[config.mk]
export PLATFORM = sky130hd
export DESIGN_NAME = pcm_frame_reader
export DESIGN_NICKNAME = d
export VERILOG_FILES = /design/src/rtl/buffer_pkg.sv /design/src/rtl/pcm_sample_assembler.sv /design/src/rtl/pcm_frame_reader.sv
export SDC_FILE = /design/constraint.sdc
export NUM_CORES = 1
export LEC_CHECK = 0
export ABC_AREA = 1
export ABC_CLOCK_PERIOD_IN_PS = 6100
export BUFFER_PORTS_ARGS = -buffer_cell sky130_fd_sc_hd__buf_4
export CAP_MARGIN = 10
export CORE_UTILIZATION = 30
export DETAILED_ROUTE_END_ITERATION = 12
export GPL_TIMING_DRIVEN = 0
export PLACE_DENSITY_LB_ADDON = 0.08
export SLEW_MARGIN = 0
export SYNTH_ARGS = -nofsm -noshare
export SYNTH_HDL_FRONTEND = slang
export SYNTH_SLANG_ARGS = --single-unit
[constraint.sdc]
create_clock -name clk -period 6.1 [get_ports clk]
set_input_delay 0.61 -clock clk [delete_from_list [all_inputs] [get_ports clk]]
set_output_delay 0.61 -clock clk [all_outputs]
set_load 0.01 [all_outputs]
[src/rtl/buffer_pkg.sv]
// rtl/buffer_pkg.sv - shared ping-pong buffer geometry and PCM reader state encoding
package buffer_pkg;

  localparam int BUFFER_SIZE_BYTES = 512;
  localparam int BUFFER_ADDR_BITS  = 9;
  localparam int RAM_WAIT_STATES   = 1;

  typedef enum logic [1:0] {
    WAIT_FIRST,
    WAIT_FILL,
    FETCH,
    PRESENT
  } pcm_reader_state_t;

  // Unsupported sample widths fall back to 16-bit.
  function automatic logic [1:0] bytes_per_sample(input logic [7:0] fmt_bits);
    case (fmt_bits)
      8'd8:    return 2'd1;
      8'd24:   return 2'd3;
      default: return 2'd2;
    endcase
  endfunction

endpackage

[src/rtl/pcm_sample_assembler.sv]
// rtl/pcm_sample_assembler.sv - packs little-endian sample bytes into left-justified L/R words
module pcm_sample_assembler #(
  parameter int DAC_BITS = 24
) (
  input  logic                clk,
  input  logic                rst_n,
  input  logic                byte_valid,
  input  logic [7:0]          byte_data,
  input  logic [1:0]          byte_idx,
  input  logic [7:0]          chan_idx,
  input  logic [1:0]          sample_bytes,
  output logic [DAC_BITS-1:0] word_l,
  output logic [DAC_BITS-1:0] word_r
);

  logic [23:0] acc_l, acc_r, acc_next;
  logic [1:0]  slot;
  logic [7:0]  byte_conv;

  // Bytes land directly in their left-justified slot of a 24-bit word.
  always_comb begin
    slot      = 2'd3 - sample_bytes + byte_idx;
    byte_conv = (sample_bytes == 2'd1) ? {~byte_data[7], byte_data[6:0]} : byte_data;
    acc_next  = (chan_idx == 8'd0) ? acc_l : acc_r;
    if (byte_idx == 2'd0) acc_next = '0;
    case (slot)
      2'd0:    acc_next[7:0]   = byte_conv;
      2'd1:    acc_next[15:8]  = byte_conv;
      default: acc_next[23:16] = byte_conv;
    endcase
  end

  always_ff @(posedge clk or negedge rst_n) begin
    if (!rst_n) begin
      acc_l <= '0;
      acc_r <= '0;
    end else if (byte_valid) begin
      if (chan_idx == 8'd0)      acc_l <= acc_next;
      else if (chan_idx == 8'd1) acc_r <= acc_next;
    end
  end

  if (DAC_BITS > 24) begin : g_pad
    assign word_l = {acc_l, {(DAC_BITS-24){1'b0}}};
    assign word_r = {acc_r, {(DAC_BITS-24){1'b0}}};
  end else if (DAC_BITS == 24) begin : g_exact
    assign word_l = acc_l;
    assign word_r = acc_r;
  end else begin : g_trunc
    assign word_l = acc_l[23 -: DAC_BITS];
    assign word_r = acc_r[23 -: DAC_BITS];
  end

endmodule

[src/rtl/pcm_frame_reader.sv]
// rtl/pcm_frame_reader.sv - ping-pong PCM buffer consumer feeding I2S frames; option PCM_READER_UNDERRUN_MUTE_EN
module pcm_frame_reader #(
  parameter int BUFFER_ADDR_BITS  = buffer_pkg::BUFFER_ADDR_BITS,
  parameter int BUFFER_SIZE_BYTES = buffer_pkg::BUFFER_SIZE_BYTES,
  parameter int RAM_WAIT_STATES   = buffer_pkg::RAM_WAIT_STATES,
  parameter int DAC_BITS          = 24
) (
  input  logic                        clk,
  input  logic                        rst_n,
  input  logic                        pause_i,
  output logic [BUFFER_ADDR_BITS-1:0] buf_addr_o,
  output logic                        buf_sel_o,
  input  logic [7:0]                  buf_data_i,
  input  logic                        buf_filled_i,
  input  logic                        buf_empty_ack_i,
  output logic                        buf_empty_o,
  input  logic [7:0]                  fmt_bits_i,
  input  logic [7:0]                  fmt_channels_i,
  output logic [DAC_BITS-1:0]         frame_L_o,
  output logic [DAC_BITS-1:0]         frame_R_o,
  output logic                        frame_valid_o,
  input  logic                        frame_ready_i,
  output logic                        underrun_o
);

  import buffer_pkg::*;

  localparam logic [BUFFER_ADDR_BITS-1:0] LAST_ADDR = BUFFER_ADDR_BITS'(BUFFER_SIZE_BYTES - 1);
  localparam logic [7:0]                  WAIT_LAST = 8'(RAM_WAIT_STATES);

  pcm_reader_state_t             state, state_d;
  logic [BUFFER_ADDR_BITS-1:0]   addr, addr_d;
  logic                          sel, sel_d, empty, empty_d, empty_set;
  logic                          valid, valid_d, underrun, underrun_d;
  logic                          need_fill, need_fill_d;
  logic [7:0]                    wait_cnt, wait_d, chan_idx, chan_idx_d, channels, channels_d;
  logic [1:0]                    byte_idx, byte_idx_d, bps, bps_d;
  logic                          take_byte, last_in_sample, last_in_frame, muted;
  logic [DAC_BITS-1:0]           word_l, word_r;

  always_ff @(posedge clk or negedge rst_n) begin
    if (!rst_n) begin
      state     <= WAIT_FIRST;
      addr      <= '0;
      sel       <= 1'b0;
      empty     <= 1'b0;
      valid     <= 1'b0;
      underrun  <= 1'b0;
      need_fill <= 1'b0;
      wait_cnt  <= '0;
      byte_idx  <= '0;
      chan_idx  <= '0;
      bps       <= 2'd2;
      channels  <= 8'd2;
    end else begin
      state     <= state_d;
      addr      <= addr_d;
      sel       <= sel_d;
      empty     <= empty_d;
      valid     <= valid_d;
      underrun  <= underrun_d;
      need_fill <= need_fill_d;
      wait_cnt  <= wait_d;
      byte_idx  <= byte_idx_d;
      chan_idx  <= chan_idx_d;
      bps       <= bps_d;
      channels  <= channels_d;
    end
  end

  always_comb begin
    state_d        = state;
    addr_d         = addr;
    sel_d          = sel;
    valid_d        = valid;
    underrun_d     = underrun;
    need_fill_d    = need_fill;
    wait_d         = '0;
    byte_idx_d     = byte_idx;
    chan_idx_d     = chan_idx;
    bps_d          = bps;
    channels_d     = channels;
    empty_set      = 1'b0;
    take_byte      = 1'b0;
    last_in_sample = (byte_idx == bps - 2'd1);
    last_in_frame  = last_in_sample && (({1'b0, chan_idx} + 9'd1) >= {1'b0, channels});
    case (state)
      WAIT_FIRST: begin
        if (buf_empty_ack_i) state_d = WAIT_FILL;
        else                 empty_set = 1'b1;
      end
      WAIT_FILL: begin
        // A pending silence frame must complete before leaving.
        if (buf_filled_i && (!valid || frame_ready_i)) begin
          state_d     = FETCH;
          sel_d       = ~sel;
          addr_d      = '0;
          valid_d     = 1'b0;
          underrun_d  = 1'b0;
          need_fill_d = 1'b0;
          bps_d       = bytes_per_sample(fmt_bits_i);
          channels_d  = fmt_channels_i;
        end
`ifdef PCM_READER_UNDERRUN_MUTE_EN
        else if (underrun) valid_d = 1'b1;
`endif
      end
      FETCH: begin
        if (wait_cnt == WAIT_LAST) begin
          take_byte  = 1'b1;
          byte_idx_d = last_in_sample ? 2'd0 : byte_idx + 2'd1;
          if (last_in_sample) chan_idx_d = last_in_frame ? 8'd0 : chan_idx + 8'd1;
          if (addr == LAST_ADDR) begin
            empty_set = 1'b1;
            if (buf_filled_i) begin
              sel_d  = ~sel;
              addr_d = '0;
            end else begin
              need_fill_d = 1'b1;
            end
          end else begin
            addr_d = addr + 1'b1;
          end
          // A frame that completes exactly at an unfilled buffer end is presented first.
          if (last_in_frame) begin
            state_d = PRESENT;
            valid_d = 1'b1;
          end else if (addr == LAST_ADDR && !buf_filled_i) begin
            state_d    = WAIT_FILL;
            underrun_d = 1'b1;
          end
        end else begin
          wait_d = wait_cnt + 8'd1;
        end
      end
      PRESENT: begin
        if (valid && frame_ready_i) valid_d = 1'b0;
        if (!pause_i && (!valid || frame_ready_i)) begin
          if (need_fill) begin
            state_d    = WAIT_FILL;
            underrun_d = !buf_filled_i;
          end else begin
            state_d = FETCH;
          end
        end
      end
      default: state_d = WAIT_FIRST;
    endcase
    empty_d = empty_set ? 1'b1 : (buf_empty_ack_i ? 1'b0 : empty);
  end

  pcm_sample_assembler #(.DAC_BITS(DAC_BITS)) u_assembler (
    .clk          (clk),
    .rst_n        (rst_n),
    .byte_valid   (take_byte),
    .byte_data    (buf_data_i),
    .byte_idx     (byte_idx),
    .chan_idx     (chan_idx),
    .sample_bytes (bps),
    .word_l       (word_l),
    .word_r       (word_r)
  );

`ifdef PCM_READER_UNDERRUN_MUTE_EN
  assign muted = (state == WAIT_FILL) && underrun;
`else
  assign muted = 1'b0;
`endif

  assign buf_addr_o    = addr;
  assign buf_sel_o     = sel;
  assign buf_empty_o   = empty;
  assign frame_valid_o = valid;
  assign underrun_o    = underrun;
  assign frame_L_o     = muted ? '0 : word_l;
  assign frame_R_o     = muted ? '0 : ((channels == 8'd1) ? word_l : word_r);

endmodule

==> impl_metrics.csv, run 1 <==
group,metric,value,unit
global_route,overflow,0,
critical_path,worstPathCellList,"nor4_1 > nand4_1 > clkbuf_1 > clkbuf_1 > o21ai_0 > buf_4",
logic_synthesis,yosysWarnings,0,
pwr,peakVddDrop,0.160,mV
logic_synthesis,synth-seq-cells,92,
logic_synthesis,synth.avg_cell_area,7.60,sq um
cells_and_area,fillers,1788,
timing,fin_tns_setup,0,ns
cells_and_area,instances_no_fill,1003,
clocking,post_cts_resized,0,
logic_synthesis,synthesis.nets,724,
clocking,cts_tree,"done",
critical_path,cp-end-kind,"output pin",
drt,wl_per_cell,14.4,microns
clocking,root_buffer,"clkbuf_16",
cells_and_area,fin_nets,827,
critical_path,max_stage_delay,0.37,ns
placement,port_buffers,90,
timing,max_freq,309,MHz
floorplanning,num_io_pins,91,
drt,ant_nets,0,
timing,clock-skew-final,0.00747,ns
clocking,post_cts_buffers,0,
critical_path,worstSetupStartpointType,"register",
floorplanning,core,0.0166,sq mm
global_route,grt_pass1_vias,4614,
timing,final-setup-viol-count,0,
global_route,grt_usage,17.2,%
critical_path,crit_family,"buffers and inverters",
clocking,clkLatencyLatePin,0.35,ns
timing,worst_slew_pin_slew,0.817,ns
critical_path,cp.depth,6,
critical_path,slowest_stage,"dfrtp_1",
placement,hpwl,10900,microns
logic_synthesis,yosys.cell_types.count,33,
placement,placed_cells,988,
floorplanning,start_util,30.9,%
drt,drc,0,
timing,fin_crit_sh,53.0,%
floorplanning,die_h,133,microns
critical_path,rrSetupSlack,3.44,ns
clocking,clk_path_buf_depth,2,
critical_path,path_class,"reg -> out",
drt,wl,14500,microns
critical_path,path_buf_inv,3,
logic_synthesis,seq_area_frac_synth,44.9,%
clocking,postCtsHoldBufs,0,
timing,post-route-min-period,3.23,ns
clocking,path_clk_slew,0.06,ns
timing,rsz0062_at_grt,"no",
pwr,powerDensity,411,mW/mm^2
global_route,antenna_found_initial,0,
run_status,status,"finished clean",
drt,drt_iter0_markers,280,
flow_run,drv_cap,0,
cells_and_area,mostFrequentLayoutCells,"117 x nand2_1, 93 x nor2_1, 93 x buf_4, 92 x inv_1, 90 x dfrtp_1",
drt,vias_per_cell,4.78,
clocking,cts_made_buffers,9,
cells_and_area,antennaDiodeCount,0,
timing,relSlewSlack,45.3,%
cells_and_area,syn2layout_area_growth,24.9,%
cells_and_area,drive_gt1_share,17.1,%
logic_synthesis,synth_area,0.00513,sq mm
placement,gp_congestion,0.802,
hold_path,min_path_type,"in -> async",
drt,first_pass_iters,5,
pwr,p_leak,3.28,nW
timing,drv_slew,0,
floorplanning,rows,47,
floorplanning,die-area,0.0176,sq mm
global_route,grt_pass1_wl,23800,microns
global_route,grt_max_degree,47,
critical_path,ff2ff_path_depth,11,
timing,finalHoldViolations,0,
floorplanning,die_x,133,microns
drt,num_vias,4796,
clocking,cts.htree.levels,3,
logic_synthesis,netlist_instances,676,
critical_path,crit_arrival,2.62,ns
clocking,clock-sinks,92,
cells_and_area,layout_commonest_cell,"nand2_1",
critical_path,crit_path_frequent_cell,"clkbuf_1",
critical_path,cp.required,5.49,ns
critical_path,cp_max_fo,10,
[power by group]
| group | internal, mW | total (mW) | switching (mW) |
|---|---|---|---|
| sequential | 0.765 | 0.883 | 0.118 |
| combinational | 0.467 | 1.22 | 0.755 |
| clock | 0.297 | 0.532 | 0.235 |
| total | 1.53 | 2.64 | 1.11 |
[metrics by stage]
step	power, mW	hold WS [ns]	utilization [%]	setup WS (ns)	cell area (sq um)
6_report	2.64	0.267	38.5	2.87	6410
5_1_grt	2.87	0.280	38.5	2.68	6410
4_1_cts	2.68	0.275	38.5	2.79	6410
3_5_place_dp	2.13	0.474	36.9	3.19	6140
3_3_place_gp	2.12	0.466	36.6	3.15	6090
2_1_floorplan	1.66	0.314	-	3.87	5130
[flip-flops by register name, summed over array words and instances (netlist names)]
signal / flops
frame_valid_o: 1
u_assembler.word_r: 24
wait_cnt: 8
byte_idx: 2
buf_empty_o: 1
chan_idx: 8
u_assembler.word_l: 24
need_fill: 1
bps: 2
buf_sel_o: 1
state: 2
channels: 8
underrun_o: 1
buf_addr_o: 9
[routing by layer]
metal	part of all wire (%)	track usage, %	vias to the layer above	wire (microns)
li1	-	-	2399	-
met1	45	22.5	2273	6550
met2	49	28.5	108	7080
met3	3.8	2.68	16	550
met4	1.9	6.51	0	271
met5	0	0	-	0
[worst reg2reg max path, stage by stage, from the launching register on]
cell and delay [ns]:
dfrtp_1 0.41, ha_1 0.24, nand2_1 0.07, nor2_1 0.09, nand3_1 0.12, nor3_1 0.16
ha_1 0.28, inv_1 0.16, o21ai_0 0.43, a21oi_2 0.22, buf_2 0.23, o21ai_0 0.18
[cell type report]
type                    instances  area (sq um)  area share [%]
plain buffers                  23           130            2.03
clock buffers                  14           264            4.12
clock inverters                 1          7.51           0.117
inverters                      98           368            5.74
multi-input cells             463          2330            36.4
flip-flops and latches         92          2300            35.9
well taps                     220           275            4.29
repair buffers                 92           731            11.4
[Yosys cell counts]
library cell  number  area share (%)
nand2_1          117             8.6
nor2_1            93             6.8
inv_1             92             6.7
dfrtp_1           90              44
a21oi_1           73             7.1
o21ai_0           71             6.9
nand3_1           28             2.7
ha_1              18             4.4
xor2_1            13             2.2
nor3_1            10            0.97
clkbuf_1           9            0.66
a22oi_1            8             1.2
buf_2              8            0.78
o21ai_1            7            0.68
inv_2              6            0.44
nand4_1            5            0.61
o22ai_1            5            0.61
buf_4              3            0.44
buf_6              3            0.66
dfstp_2            2             1.0
nand2_2            2            0.24
nor4_1             2            0.24
a21o_1             1            0.15
a21oi_2            1            0.17
and3_1             1            0.12
mux2i_1            1            0.19
nand4_2            1            0.24
nor2_2             1            0.12
nor2_8             1            0.39
nor3_4             1            0.32
o221ai_1           1            0.17
or2_2              1            0.12
xnor2_1            1            0.17
[final timing paths]
kind	startpoint	endpoint
setup reg to reg	buf_addr_o[0]$_DFFE_PN0P_	buf_addr_o[4]$_DFFE_PN0P_
max in group asynchronous	rst_n	channels[1]$_DFFE_PN1P_
hold reg to reg	buf_sel_o$_DFFE_PN0P_	buf_sel_o$_DFFE_PN0P_
setup / recovery	channels[6]$_DFFE_PN0P_	frame_R_o[0]
hold / removal	rst_n	u_assembler.word_l[19]$_DFFE_PN0P_
min in group clk	fmt_channels_i[7]	channels[7]$_DFFE_PN0P_
[kinds of logic after synthesis]
family	count (synthesis)	share of synthesized area, %
compound gates	167	17.0
xor+xnor	14	2.39
fa+ha+maj	18	4.39
buf+inv	121	9.70
flops	92	44.9
mux	1	0.195
simple gates	263	21.5
(Power assumes the default switching activity.)
==> run 2: changes to the inputs <==
--- a/config.mk
+++ b/config.mk
@@ -6,7 +6,7 @@
 export NUM_CORES = 1
 export LEC_CHECK = 0
 export ABC_AREA = 1
-export ABC_CLOCK_PERIOD_IN_PS = 6100
+export ABC_CLOCK_PERIOD_IN_PS = 2600
 export BUFFER_PORTS_ARGS = -buffer_cell sky130_fd_sc_hd__buf_4
 export CAP_MARGIN = 10
 export CORE_UTILIZATION = 30
==> constraint.sdc (replaced) <==
create_clock -name clk -period 2.6 [get_ports clk]
set_input_delay 0.26 -clock clk [delete_from_list [all_inputs] [get_ports clk]]
set_output_delay 0.26 -clock clk [all_outputs]
set_load 0.01 [all_outputs]
==> run 2 against run 1 <==
Compared with the run above: setup slack got worse by 2.8 ns; clock skew fell by 0.00056 ns; sequential share of layout area is 0.36 points lower; clock power grew 130%; hold slack lost 0.14 ns; utilization increased by 0.41 points; final cell count is 0.50% higher; total power up 140%; count of clock-buffer cells in the layout stayed put; largest power group unchanged; global-route usage is the same; sequential power up 130%.
==> impl_metrics.csv, run 2 (synthesized netlist as in run 1, its figures left out) <==
group,metric,value,unit
critical_path,worstSetupStartpointType,"register",
timing,final-setup-viol-count,0,
floorplanning,rows,47,
timing,fin_tns_setup,0,ns
clocking,root_buffer,"clkbuf_16",
global_route,grt_pass1_vias,4618,
hold_path,min_path_type,"in -> reg",
cells_and_area,syn2layout_area_growth,26.2,%
floorplanning,die_x,133,microns
flow_run,drv_cap,0,
timing,worst_slew_pin_slew,0.829,ns
pwr,p_leak,3.30,nW
floorplanning,die_h,133,microns
cells_and_area,instances_no_fill,1008,
drt,wl_per_cell,14.4,microns
critical_path,cp-end-kind,"output pin",
critical_path,r2r-start,"chan_idx[0]$_DFFE_PN0P_",
timing,finalHoldViolations,0,
clocking,clk_path_buf_depth,2,
placement,hpwl,10900,microns
critical_path,ff2ff_path_depth,18,
drt,num_vias,4797,
global_route,grt_pass1_wl,23800,microns
cells_and_area,drive_gt1_share,18.8,%
timing,hold_slack,0.124,ns
drt,first_pass_iters,5,
cells_and_area,antennaDiodeCount,0,
critical_path,path_class,"reg -> out",
timing,relSlewSlack,44.6,%
cells_and_area,mostFrequentLayoutCells,"116 x nand2_1, 97 x buf_4, 93 x nor2_1, 92 x inv_1, 89 x dfrtp_1",
global_route,grt_max_degree,47,
clocking,path_clk_slew,0.06,ns
pwr,p_total,6.25,mW
critical_path,regToRegEndpoint,"state[1]$_DFFE_PN0P_",
timing,post-route-min-period,2.54,ns
global_route,grt_usage,17.2,%
clocking,clock-sinks,92,
drt,drc,0,
cells_and_area,layout_commonest_cell,"nand2_1",
cells_and_area,fin_nets,832,
critical_path,cp.required,2.34,ns
floorplanning,start_util,30.9,%
drt,vias_per_cell,4.76,
hold_path,hold_start,"fmt_channels_i[7]",
timing,clock-skew-final,0.00691,ns
timing,fin_crit_sh,97.7,%
critical_path,rrSetupSlack,0.21,ns
drt,wl,14600,microns
drt,drt_iter0_markers,277,
floorplanning,num_io_pins,91,
timing,drv_slew,0,
floorplanning,die-area,0.0176,sq mm
placement,placed_cells,988,
global_route,overflow,0,
timing,max_freq,394,MHz
floorplanning,core,0.0166,sq mm
placement,port_buffers,90,
clocking,cts_tree,"done",
timing,rsz0062_at_grt,"no",
clocking,clkLatencyLatePin,0.35,ns
run_status,status,"finished clean",
pwr,peakVddDrop,0.376,mV
critical_path,crit_arrival,2.28,ns
critical_path,cp_max_fo,10,
global_route,antenna_found_initial,0,
clocking,cts.htree.levels,3,
clocking,cts_made_buffers,9,
placement,gp_congestion,0.802,
pwr,powerDensity,964,mW/mm^2
hold_path,whs_endpoint,"channels[7]$_DFFE_PN0P_",
drt,ant_nets,0,
hold_path,min_delay_path_depth,3,
run 2: cell types whose count changed in the layout (fill, tap and decap cells not counted), moves of 2 or more:
cell,previous run,this run
ha_2,0,2
o21ai_0,71,66
clkbuf_1,12,9
ha_1,18,16
buf_4,93,97
o21ai_1,7,11
clkbuf_2,0,2
run 2: worst max-delay path by stage:
stage	startpoint	end	cells past startpoint
floorplan	buf_addr_o[0]$_DFFE_PN0P_	buf_addr_o[3]$_DFFE_PN0P_	12
global placement	buf_addr_o[0]$_DFFE_PN0P_	buf_addr_o[4]$_DFFE_PN0P_	12
detailed placement	buf_addr_o[0]$_DFFE_PN0P_	buf_addr_o[4]$_DFFE_PN0P_	12
CTS	chan_idx[0]$_DFFE_PN0P_	state[1]$_DFFE_PN0P_	18
global route	channels[6]$_DFFE_PN0P_	frame_R_o[23]	6
finish	channels[1]$_DFFE_PN1P_	frame_R_o[23]	6
run 2: area by class of cell:
cell class | instances | area, sq um
Timing Repair Buffer | 97 | 771
Clock inverter | 1 | 7.51
Multi-Input combinational cell | 463 | 2360
Fill cell | 1784 | 10200
Buffer | 23 | 134
Tap cell | 220 | 275
Clock buffer | 14 | 264
Sequential cell | 92 | 2310
Inverter | 98 | 368
run 2: through the flow:
stage / utilization, % / worst slack [ns] / area (sq um)
2_1_floorplan: - / 0.372 / 5130
3_3_place_gp: 36.6 / -0.0649 / 6090
3_5_place_dp: 36.9 / -0.0822 / 6140
4_1_cts: 38.7 / 0.00494 / 6430
5_1_grt: 38.9 / 0.00335 / 6480
6_report: 38.9 / 0.0606 / 6480
run 2: metal layers:
layer | global-route usage (%) | wire length [microns] | vias up
met3 | 2.68 | 496 | 16
met5 | 0 | 0 | -
met2 | 28.5 | 7070 | 106
met1 | 22.5 | 6720 | 2263
met4 | 6.45 | 271 | 0
li1 | - | - | 2412
run 2: critical path, stage by stage (launching register included):
cell and delay, ns:
dfstp_2 0.37, nor4_1 0.37, nand4_1 0.23, buf_2 0.26, clkbuf_2 0.25, o21ai_0 0.28, buf_4 0.17
run 2: repair_timing:
item	in CTS	in global routing
cloned	0	0
pin swaps	1	0
gates resized for setup	5	12
endpoints found under the setup margin	29	39
buffers inserted	1	3
endpoints found under the hold margin	90	0
hold buffers	1	0
run 2: power breakdown:
part | switching (mW) | leakage [nW] | internal [mW] | total [mW]
registers | 0.275 | 1.05 | 1.80 | 2.07
logic | 1.79 | 2.12 | 1.13 | 2.93
clock network | 0.554 | 0.129 | 0.698 | 1.25
total | 2.62 | 3.30 | 3.63 | 6.25
